## config.mk

```make
export PLATFORM = sky130hd
export DESIGN_NAME = tilemap_scheduler
export DESIGN_NICKNAME = d
export VERILOG_FILES = /design/src/rtl/tilemap_scheduler.sv
export SDC_FILE = /design/constraint.sdc
export NUM_CORES = 1
export LEC_CHECK = 0
export CORE_ASPECT_RATIO = 1.25
export CORE_MARGIN = 1
export CORE_UTILIZATION = 51
export DETAILED_ROUTE_END_ITERATION = 8
export GPL_TIMING_DRIVEN = 1
export PLACE_DENSITY_LB_ADDON = 0.12
export SLEW_MARGIN = 20
export SYNTH_ARGS = -nofsm -noshare
export SYNTH_HDL_FRONTEND = slang
export SYNTH_SLANG_ARGS = --single-unit
```

## constraint.sdc

```tcl
create_clock -name clk -period 2.5 [get_ports clk]
set_input_delay 0.75 -clock clk [delete_from_list [all_inputs] [get_ports clk]]
set_output_delay 0.75 -clock clk [all_outputs]
set_load 0.02 [all_outputs]
```

## src/rtl/tilemap_scheduler.sv

```systemverilog
// Tile-map walker: reads a COLS x ROWS map from synchronous RAM and issues one
// drawer request per non-transparent cell, waiting for the drawer to finish each tile.
module tilemap_scheduler #(
  parameter int unsigned COLS       = 20,
  parameter int unsigned ROWS       = 15,
  parameter int unsigned TILE_BYTES = 192,
  parameter int unsigned NUM_TILES  = 21,
  parameter int unsigned SKIP_INDEX = 31,
  parameter int unsigned WATCHDOG   = 4
) (
  input  logic        clk,
  input  logic        reset,
  input  logic        start,
  input  logic [4:0]  map_data,
  input  logic        active,
  output logic [8:0]  map_address,
  output logic [11:0] tile_address,
  output logic [7:0]  x_pos,
  output logic [7:0]  y_pos,
  output logic        draw,
  output logic        busy,
  output logic        frame_done
);

  localparam int unsigned WDW = (WATCHDOG > 2) ? $clog2(WATCHDOG) : 1;

  localparam logic [4:0]     COL_LAST = 5'(COLS - 1);
  localparam logic [4:0]     ROW_LAST = 5'(ROWS - 1);
  localparam logic [4:0]     SKIP     = 5'(SKIP_INDEX);
  localparam logic [4:0]     NUM_T    = 5'(NUM_TILES);
  localparam logic [WDW-1:0] WD_LIMIT = WDW'(WATCHDOG - 2);

  typedef enum logic [2:0] {
    S_IDLE,
    S_FETCH,
    S_LATCH,
    S_ISSUE,
    S_WAIT_ACK,
    S_WAIT_DONE,
    S_NEXT,
    S_DONE
  } state_t;

  state_t         state;
  state_t         state_next;
  logic [4:0]     row;
  logic [4:0]     col;
  logic [WDW-1:0] wdog;
  logic           last_cell;
  logic           wd_expire;
  logic [4:0]     tile_idx;
  logic [16:0]    tile_prod;

  always_comb begin
    last_cell = (row == ROW_LAST) && (col == COL_LAST);
    // The draw cycle and the current cycle both count, so a re-issue lands
    // exactly WATCHDOG cycles after the unanswered draw.
    wd_expire = (wdog == WD_LIMIT);
    tile_idx  = (map_data < NUM_T) ? map_data : '0;
    tile_prod = 17'(tile_idx) * 17'(TILE_BYTES);
  end

  always_ff @(posedge clk) begin
    if (reset) begin
      state <= S_IDLE;
    end else begin
      state <= state_next;
    end
  end

  always_comb begin
    state_next = state;
    draw       = 1'b0;
    busy       = (state != S_IDLE);
    frame_done = 1'b0;
    case (state)
      S_IDLE: begin
        if (start) state_next = S_FETCH;
      end
      S_FETCH: begin
        state_next = S_LATCH;
      end
      S_LATCH: begin
        state_next = (map_data == SKIP) ? S_NEXT : S_ISSUE;
      end
      S_ISSUE: begin
        if (!active) begin
          draw       = 1'b1;
          state_next = S_WAIT_ACK;
        end
      end
      S_WAIT_ACK: begin
        if (active) begin
          state_next = S_WAIT_DONE;
        end else if (wd_expire) begin
          state_next = S_ISSUE;
        end
      end
      S_WAIT_DONE: begin
        if (!active) state_next = S_NEXT;
      end
      S_NEXT: begin
        state_next = last_cell ? S_DONE : S_FETCH;
      end
      S_DONE: begin
        frame_done = 1'b1;
        state_next = S_IDLE;
      end
      default: begin
        state_next = S_IDLE;
      end
    endcase
  end

  always_ff @(posedge clk) begin
    if (reset) begin
      map_address  <= '0;
      tile_address <= '0;
      x_pos        <= '0;
      y_pos        <= '0;
      row          <= '0;
      col          <= '0;
      wdog         <= '0;
    end else begin
      case (state)
        S_IDLE: begin
          if (start) begin
            row         <= '0;
            col         <= '0;
            map_address <= '0;
          end
        end
        S_LATCH: begin
          if (map_data != SKIP) begin
            tile_address <= tile_prod[11:0];
            x_pos        <= 8'({col, 3'b000});
            y_pos        <= 8'({row, 3'b000});
          end
        end
        S_ISSUE: begin
          if (!active) wdog <= '0;
        end
        S_WAIT_ACK: begin
          if (!active) wdog <= wdog + WDW'(1);
        end
        S_NEXT: begin
          if (!last_cell) begin
            if (col == COL_LAST) begin
              col <= '0;
              row <= row + 5'd1;
            end else begin
              col <= col + 5'd1;
            end
            map_address <= map_address + 9'd1;
          end
        end
        default: begin
        end
      endcase
    end
  end

endmodule
```

==> summary.txt, run 1 <==
Layout
  • Area of the multi-input gates: 1350 µm²
  • Share of cells above drive strength 1: 16.0%
  • Fill cells: 353
  • Final Util: 69.2%
  • Post-route cell area: 2900 µm²
  • Diodes inserted: 0
  • Reg area: 801 µm²
  • Layout net count: 338
  • Area Overhead vs Synth: 26.1%

Routing
  • Avg WL per Cell: 13.6 µm
  • Drt pass-1 iters: 4
  • DRT Wirelength: 5100 µm
  • Via count: 2,113
  • Number of routed nets with antenna violations: 0
  • DRT iter0 DRCs: 77
  • Vias/cell: 5.63
  • Drt drc: 0

Logic synthesis
  • Most used DFF post-synth: dfxtp_1
  • Post-synth top area share: 34.8%
  • Post-synth EDFFs: 0
  • Post-synth cell types: 56
  • Cell area after synthesis: 2300 µm²
  • Sequential fraction of the synthesis area: 34.8%
  • Synth cell count leaders: dfxtp_1, a21oi_1, nor2_1
  • Post-Synthesis Cells: 267
  • Seq cells post-synth: 40
  • Synth warnings: 0
  • Top cells by area, synth: dfxtp_1, mux2i_1, a21oi_1
  • FFs w/ async S/R, synth: 0%
  • Most common cell in the netlist: dfxtp_1
  • Yosys top cell by area: dfxtp_1
  • Syn avg cell area: 8.62 µm²

Clock tree
  • Hold-fix buffers at CTS: 0
  • Worst-Skew Late Latency: 290 ps
  • CTS H-tree depth: 2
  • Clock buffer depth: 2
  • # clock sinks: 40
  • CTS clk-pin slew, worst paths: 80 ps
  • CTS tree: done
  • Clock Tree Root: clkbuf_8
  • CTS buffer count: 5

Critical path
  • Critical Path Source Type: input port
  • CP max-delay cell: clkdlybuf4s50_1
  • Critical path endpoint category: primary output
  • CP arrival: 1650 ps
  • Flop2flop setup slack: 670 ps
  • CP top delay family: buffers and inverters
  • Sequence of cells on the critical path: clkdlybuf4s50_1, or2_4, nor2_2, buf_4
  • CP Class: input port to primary output
  • Largest fanout on the critical path: 2
  • Worst EP required: 1750 ps
  • Worst Path Buf+Inv: 2
  • Slowest stage delay, CP: 420 ps

Die
  • Die area: 4790 µm²
  • Die Wd: 62.1 µm
  • Num ports: 49
  • Std cell rows: 26
  • Die span in y: 77.1 µm
  • Core ar.: 4200 µm²
  • Initial core utilization: 54.9%

Timing
  • Worst Max-Slew Pin Slew: 536 ps
  • Final worst path period share: 96.1%
  • Final Hold Fails: 0
  • Minimum clock period: 2400 ps
  • Max Freq: 416 MHz
  • Max-slew violation count: 0
  • RSZ-0062 raised after global routing: true
  • Slew headroom: 64.1%
  • Final setup violating endpoints: 0
  • Clk_skew: 4.67 ps
  • Setup TNS: 0 ps

Global routing
  • Vias in the first global route: 1,955
  • Initial antenna violation count: 0
  • Grt total ovfl: 0
  • Largest net degree at the start of global routing: 35
  • First-pass GRT wire length: 8410 µm
  • GRT Overall Usage: 22.9%

Place
  • Dpl hpwl: 3520 µm
  • DP Area: 2790 µm²
  • PortBufs: 36
  • Routability-driven placement congestion ratio: 0.805

Run
  • Max-cap violations: 0

Pwr
  • Lkg Pwr: 1.10 nW
  • Power Dens Cells: 462 nW/µm²
  • VDD IR max: 292 µV

Run status
  • Outcome: finished clean

Worst hold path
  • Hold WC Path Type: register to register
==> path summary, 6_finish.rpt <==
check / start / endpoint / cells after the start
worst min register to register: map_address[8] / map_address[8] / 1
worst min-delay path: map_address[8] / map_address[8] / 1
worst max-delay path: active / draw / 4
worst max register to register: state[2] / map_address[5] / 6
==> metal layers <==
| metal | vias up | routed length [µm] | GRT usage [%] |
|---|---|---|---|
| met5 | - | 0 | 0 |
| met1 | 1013 | 2200 | 27.6 |
| li1 | 1053 | - | - |
| met2 | 40 | 2640 | 38.3 |
| met3 | 7 | 177 | 4.38 |
| met4 | 0 | 87 | 9.11 |
==> cells by family after synthesis <==
logic type / after synthesis / synth area share (%)
AND/OR/NAND/NOR: 92 / 22.3
AO/OA/AOI/OAI: 67 / 18.8
flip-flops: 40 / 34.8
buffers and inverters: 37 / 9.67
multiplexers: 17 / 7.39
adder cells (fa/ha/maj): 10 / 5.76
XOR/XNOR: 3 / 1.14
other: 1 / 0.163
==> per-stage QoR <==
step	instances	total power, mW	hold slack (ps)	worst slack (ps)
2_1_floorplan	278	0.855	463	220
3_3_place_gp	368	0.935	456	-411
3_5_place_dp	368	0.939	460	-440
4_1_cts	375	1.35	475	1.63
5_1_grt	375	1.41	483	-29.6
6_report	375	1.34	466	98.1
==> cell type report <==
type / instances / area share [%]
Clock inverter: 2 / 0.431
Multi-Input combinational cell: 201 / 46.5
Timing Repair Buffer: 62 / 19.6
Inverter: 9 / 1.16
Clock buffer: 5 / 2.37
Sequential cell: 40 / 27.6
Tap cell: 56 / 2.41
==> cells in the final DEF (no fill, tap or decap), types with 2 or more instances in the layout <==
master           instances
o31ai_1                  3
ha_1                     8
xnor2_1                  2
clkdlybuf4s50_1         34
buf_4                   26
nor2_1                  23
a31oi_1                  6
o21ai_0                 13
and3_1                   4
a41oi_1                  3
a21oi_1                 24
o41ai_1                  2
nand3_1                 14
nand4bb_1                2
nand2_1                  8
nor3_1                   8
nand4b_1                 2
and3b_1                  2
nand2b_1                 5
nand4_1                  3
conb_1                  12
inv_1                    8
nor2b_1                  4
dfxtp_1                 40
o21a_1                   3
mux2i_1                 17
clkbuf_8                 5
nor4_1                   4
nor2_2                   2
==> flip-flops by register name, indices dropped and copies added (netlist names) <==
register,cells
map_address,9
tile_address,6
wdog,2
state,3
row,5
x_pos,5
y_pos,5
col,5
==> repair_timing <==
action                                  in CTS  in global routing
resized for setup                            7                  9
pin swaps                                    1                  2
endpoints found under the setup margin       2                  4
buffers inserted                             0                  0
==> report_power, final <==
part	total, mW	internal (mW)	leakage, nW	switching (mW)
clock	0.411	0.189	0.0400	0.222
combinational	0.272	0.124	0.733	0.148
sequential	0.658	0.649	0.323	0.00990
total	1.34	0.961	1.10	0.380
Note: power is estimated with default switching activity, not from simulation.
==> inputs of run 2 (changes only) <==
--- a/config.mk
+++ b/config.mk
@@ -11,7 +11,7 @@
 export DETAILED_ROUTE_END_ITERATION = 8
 export GPL_TIMING_DRIVEN = 1
 export PLACE_DENSITY_LB_ADDON = 0.12
-export SLEW_MARGIN = 20
+export SLEW_MARGIN = 25
 export SYNTH_ARGS = -nofsm -noshare
 export SYNTH_HDL_FRONTEND = slang
 export SYNTH_SLANG_ARGS = --single-unit
==> results of run 2 <==
Final layout, timing and power as in run 1 (identical DEF).
==> inputs of run 3 (changes only) <==
--- a/config.mk
+++ b/config.mk
@@ -9,7 +9,7 @@
 export CORE_MARGIN = 1
 export CORE_UTILIZATION = 51
 export DETAILED_ROUTE_END_ITERATION = 8
-export GPL_TIMING_DRIVEN = 1
+export GPL_TIMING_DRIVEN = 0
 export PLACE_DENSITY_LB_ADDON = 0.12
 export SLEW_MARGIN = 25
 export SYNTH_ARGS = -nofsm -noshare
==> run 3 against run 2 <==
Design area increased by 1.4%. Register-to-register slack got worse by 160 ps. Cell count up 1.6%. Largest cell class unchanged. Highest routed layer unchanged.
==> summary.txt, run 3 (synthesis gave the netlist of run 1 again) <==
Layout
  • Layout net count: 343 (+1.5%)
  • Commonest non-fill, non-tap cells in the layout: dfxtp_1, clkdlybuf4s50_1, a21oi_1, nor2_1, buf_4
  • Largest register FFs: 9 (unchanged)
  • Reg area: 802 µm² (+0.16%)
  • Registers with the most flip-flops: map_address: 9 flops, tile_address: 6 flops
  • Diodes inserted: 0 (unchanged)
  • Biggest register: map_address
  • Commonest non-fill, non-tap cell in the layout: dfxtp_1
  • Fill cells: 363 (+2.8%)
  • Area of the multi-input gates: 1340 µm² (-0.93%)
  • Area Overhead vs Synth: 27.9%
  • Share of cells above drive strength 1: 14.2% (-1.8 points)

Place
  • PortBufs: 35 (-2.8%)
  • Setup Slack @ Placement: -562 ps (-121 ps)
  • Dpl hpwl: 3620 µm (+2.8%)
  • Routability-driven placement congestion ratio: 0.844 (+4.8%)

Critical path
  • Slowest stage delay, CP: 360 ps (-60 ps)
  • Flop2flop setup slack: 510 ps (-160 ps)
  • CP max-delay cell: or2_2
  • Largest fanout on the critical path: 10 (+8)
  • Sequence of cells on the critical path: clkbuf_1, or2_2, nor2_1, clkdlybuf4s15_1
  • Critical Path Source Type: input port
  • Critical path endpoint category: primary output
  • Worst EP required: 1750 ps (about the same)
  • CP Class: input port to primary output
  • Reg2Reg Depth: 6 (unchanged)
  • CP arrival: 1680 ps (+30 ps)
  • Worst r2r src: row[1]
  • Reg-to-reg endpoint: map_address[1]

Routing
  • Number of routed nets with antenna violations: 0 (unchanged)
  • M1 WL: 2320 µm (+5.4%)
  • Met3 wire length: 163 µm (-7.9%)
  • DRT iter0 DRCs: 65 (-16%)
  • Max layer used: met4
  • Via count: 2,109 (-0.19%)
  • Vias/cell: 5.54 (-1.8%)
  • Drt pass-1 iters: 4 (unchanged)
  • WL met2: 2610 µm (-1.1%)
  • DRT Wirelength: 5150 µm (+1.0%)
  • Drt drc: 0 (unchanged)
  • Avg WL per Cell: 13.5 µm (-0.57%)

Global routing
  • Largest net degree at the start of global routing: 14 (-60%)
  • Grt total ovfl: 0 (unchanged)
  • First-pass GRT wire length: 8280 µm (-1.6%)
  • Vias in the first global route: 1,812 (-7.3%)
  • Initial antenna violation count: 0 (unchanged)
  • GRT Overall Usage: 23.1% (+0.17 points)

Pwr
  • Lkg Pwr: 1.16 nW (+6.0%)
  • Power Dens Cells: 506 nW/µm² (+9.6%)
  • VDD IR max: 457 µV (+56%)

Clock tree
  • # clock sinks: 40 (unchanged)
  • Clock buffer depth: 2 (unchanged)
  • Worst-Skew Late Latency: 300 ps (about the same)
  • Hold-fix buffers at CTS: 0 (unchanged)
  • CTS tree: done
  • CTS buffer count: 5 (unchanged)
  • CTS H-tree depth: 2 (unchanged)
  • CTS clk-pin slew, worst paths: 80 ps (about the same)
  • Clock Tree Root: clkbuf_8

Die
  • Die area: 4790 µm² (unchanged)
  • Die Wd: 62.1 µm (unchanged)
  • Die span in y: 77.1 µm (unchanged)
  • Core ar.: 4200 µm² (unchanged)
  • Num ports: 49 (unchanged)
  • Initial core utilization: 54.9% (unchanged)
  • Std cell rows: 26 (unchanged)

Timing
  • RSZ-0062 raised after global routing: false
  • Worst Max-Slew Pin Slew: 567 ps (+30.3 ps)
  • Setup TNS: 0 ps (unchanged)
  • Final Hold Fails: 0 (unchanged)
  • Minimum clock period: 2430 ps (+31.4 ps)
  • Hold Slack: 466 ps (-0.176 ps)
  • Final setup violating endpoints: 0 (unchanged)
  • Slew headroom: 61.7% (-2.4 points)
  • Max Freq: 411 MHz (-1.3%)
  • Clk_skew: 11.3 ps (+6.64 ps)
  • Max-slew violation count: 0 (unchanged)
  • Final worst path period share: 97.3% (+1.3 points)
  • Worst setup margin: 66.7 ps (-31.4 ps)

Worst hold path
  • Hold WC Path Type: register to register
  • Hold endpoint: map_address[8]
  • Launch point of the worst hold path: map_address[8]
  • Worst Hold Path Cells: 1 (unchanged)

Run status
  • Outcome: finished clean

Run
  • Max-cap violations: 0 (unchanged)
[run 3: changes by cell type in the layout (fill, tap and decap cells not counted), sizes merged]
cell,change
buf,-5
bufinv,+1
clkbuf,+10
clkdlybuf4s15,+1
clkdlybuf4s50,-7
clkinvlp,-1
dlygate4sd2,+4
dlymetal6s2s,+3
[run 3: report_power, final]
part	leakage, nW	switching [mW]	internal [mW]	total, mW
Sequential	0.323	0.0116	0.649	0.661
Combinational	0.777	0.146	0.118	0.264
Clock	0.0614	0.240	0.327	0.566
[run 3: metal layers]
layer | vias to the layer above | track usage [%]
li1 | 1067 | -
met1 | 1004 | 28.4
met2 | 32 | 38.0
met3 | 6 | 5.56
met4 | 0 | 7.78
met5 | - | 0
[run 3: stage by stage]
step	util [%]	cells	total power, mW	instance area [µm²]
after CTS	69.6	380	1.49	2920
after global placement	65.9	369	0.921	2760
final	70.2	381	1.49	2950
after floorplan	-	278	0.855	2340
after detailed placement	65.9	369	0.924	2760
after global routing	70.2	381	1.56	2950
[run 3: final cells by class]
| type | instances | share of cell area [%] |
|---|---|---|
| inverters | 9 | 1.15 |
| multi-input cells | 201 | 45.4 |
| repair buffers | 40 | 13.3 |
| plain buffers | 27 | 6.46 |
| flip-flops and latches | 40 | 27.2 |
| clock inverters | 2 | 1.32 |
| clock buffers | 6 | 2.80 |
| well taps | 56 | 2.38 |
[run 3: what timing repair did]
item | 4_1_cts | 5_1_grt
pin swaps | 3 | 1
gates resized for setup | 13 | 6
buffers inserted | 4 | 1
cloned | 0 | 0
endpoints found under the setup margin | 12 | 2
[run 3: worst max-delay path by stage]
stage	start	endpoint	slack, ps	depth (start not counted)
after floorplan	active	draw	220	3
after global placement	map_data[3]	tile_address[11]	-480	11
after CTS	map_data[1]	tile_address[11]	5	9
after global routing	active	draw	7	4
after detailed placement	map_data[3]	tile_address[11]	-560	11
final	active	draw	70	4
[run 3: critical path, delay by kind of cell]
family	cells	cell delay (ps)
and+or+nand+nor	2	450
buffers and inverters	2	480
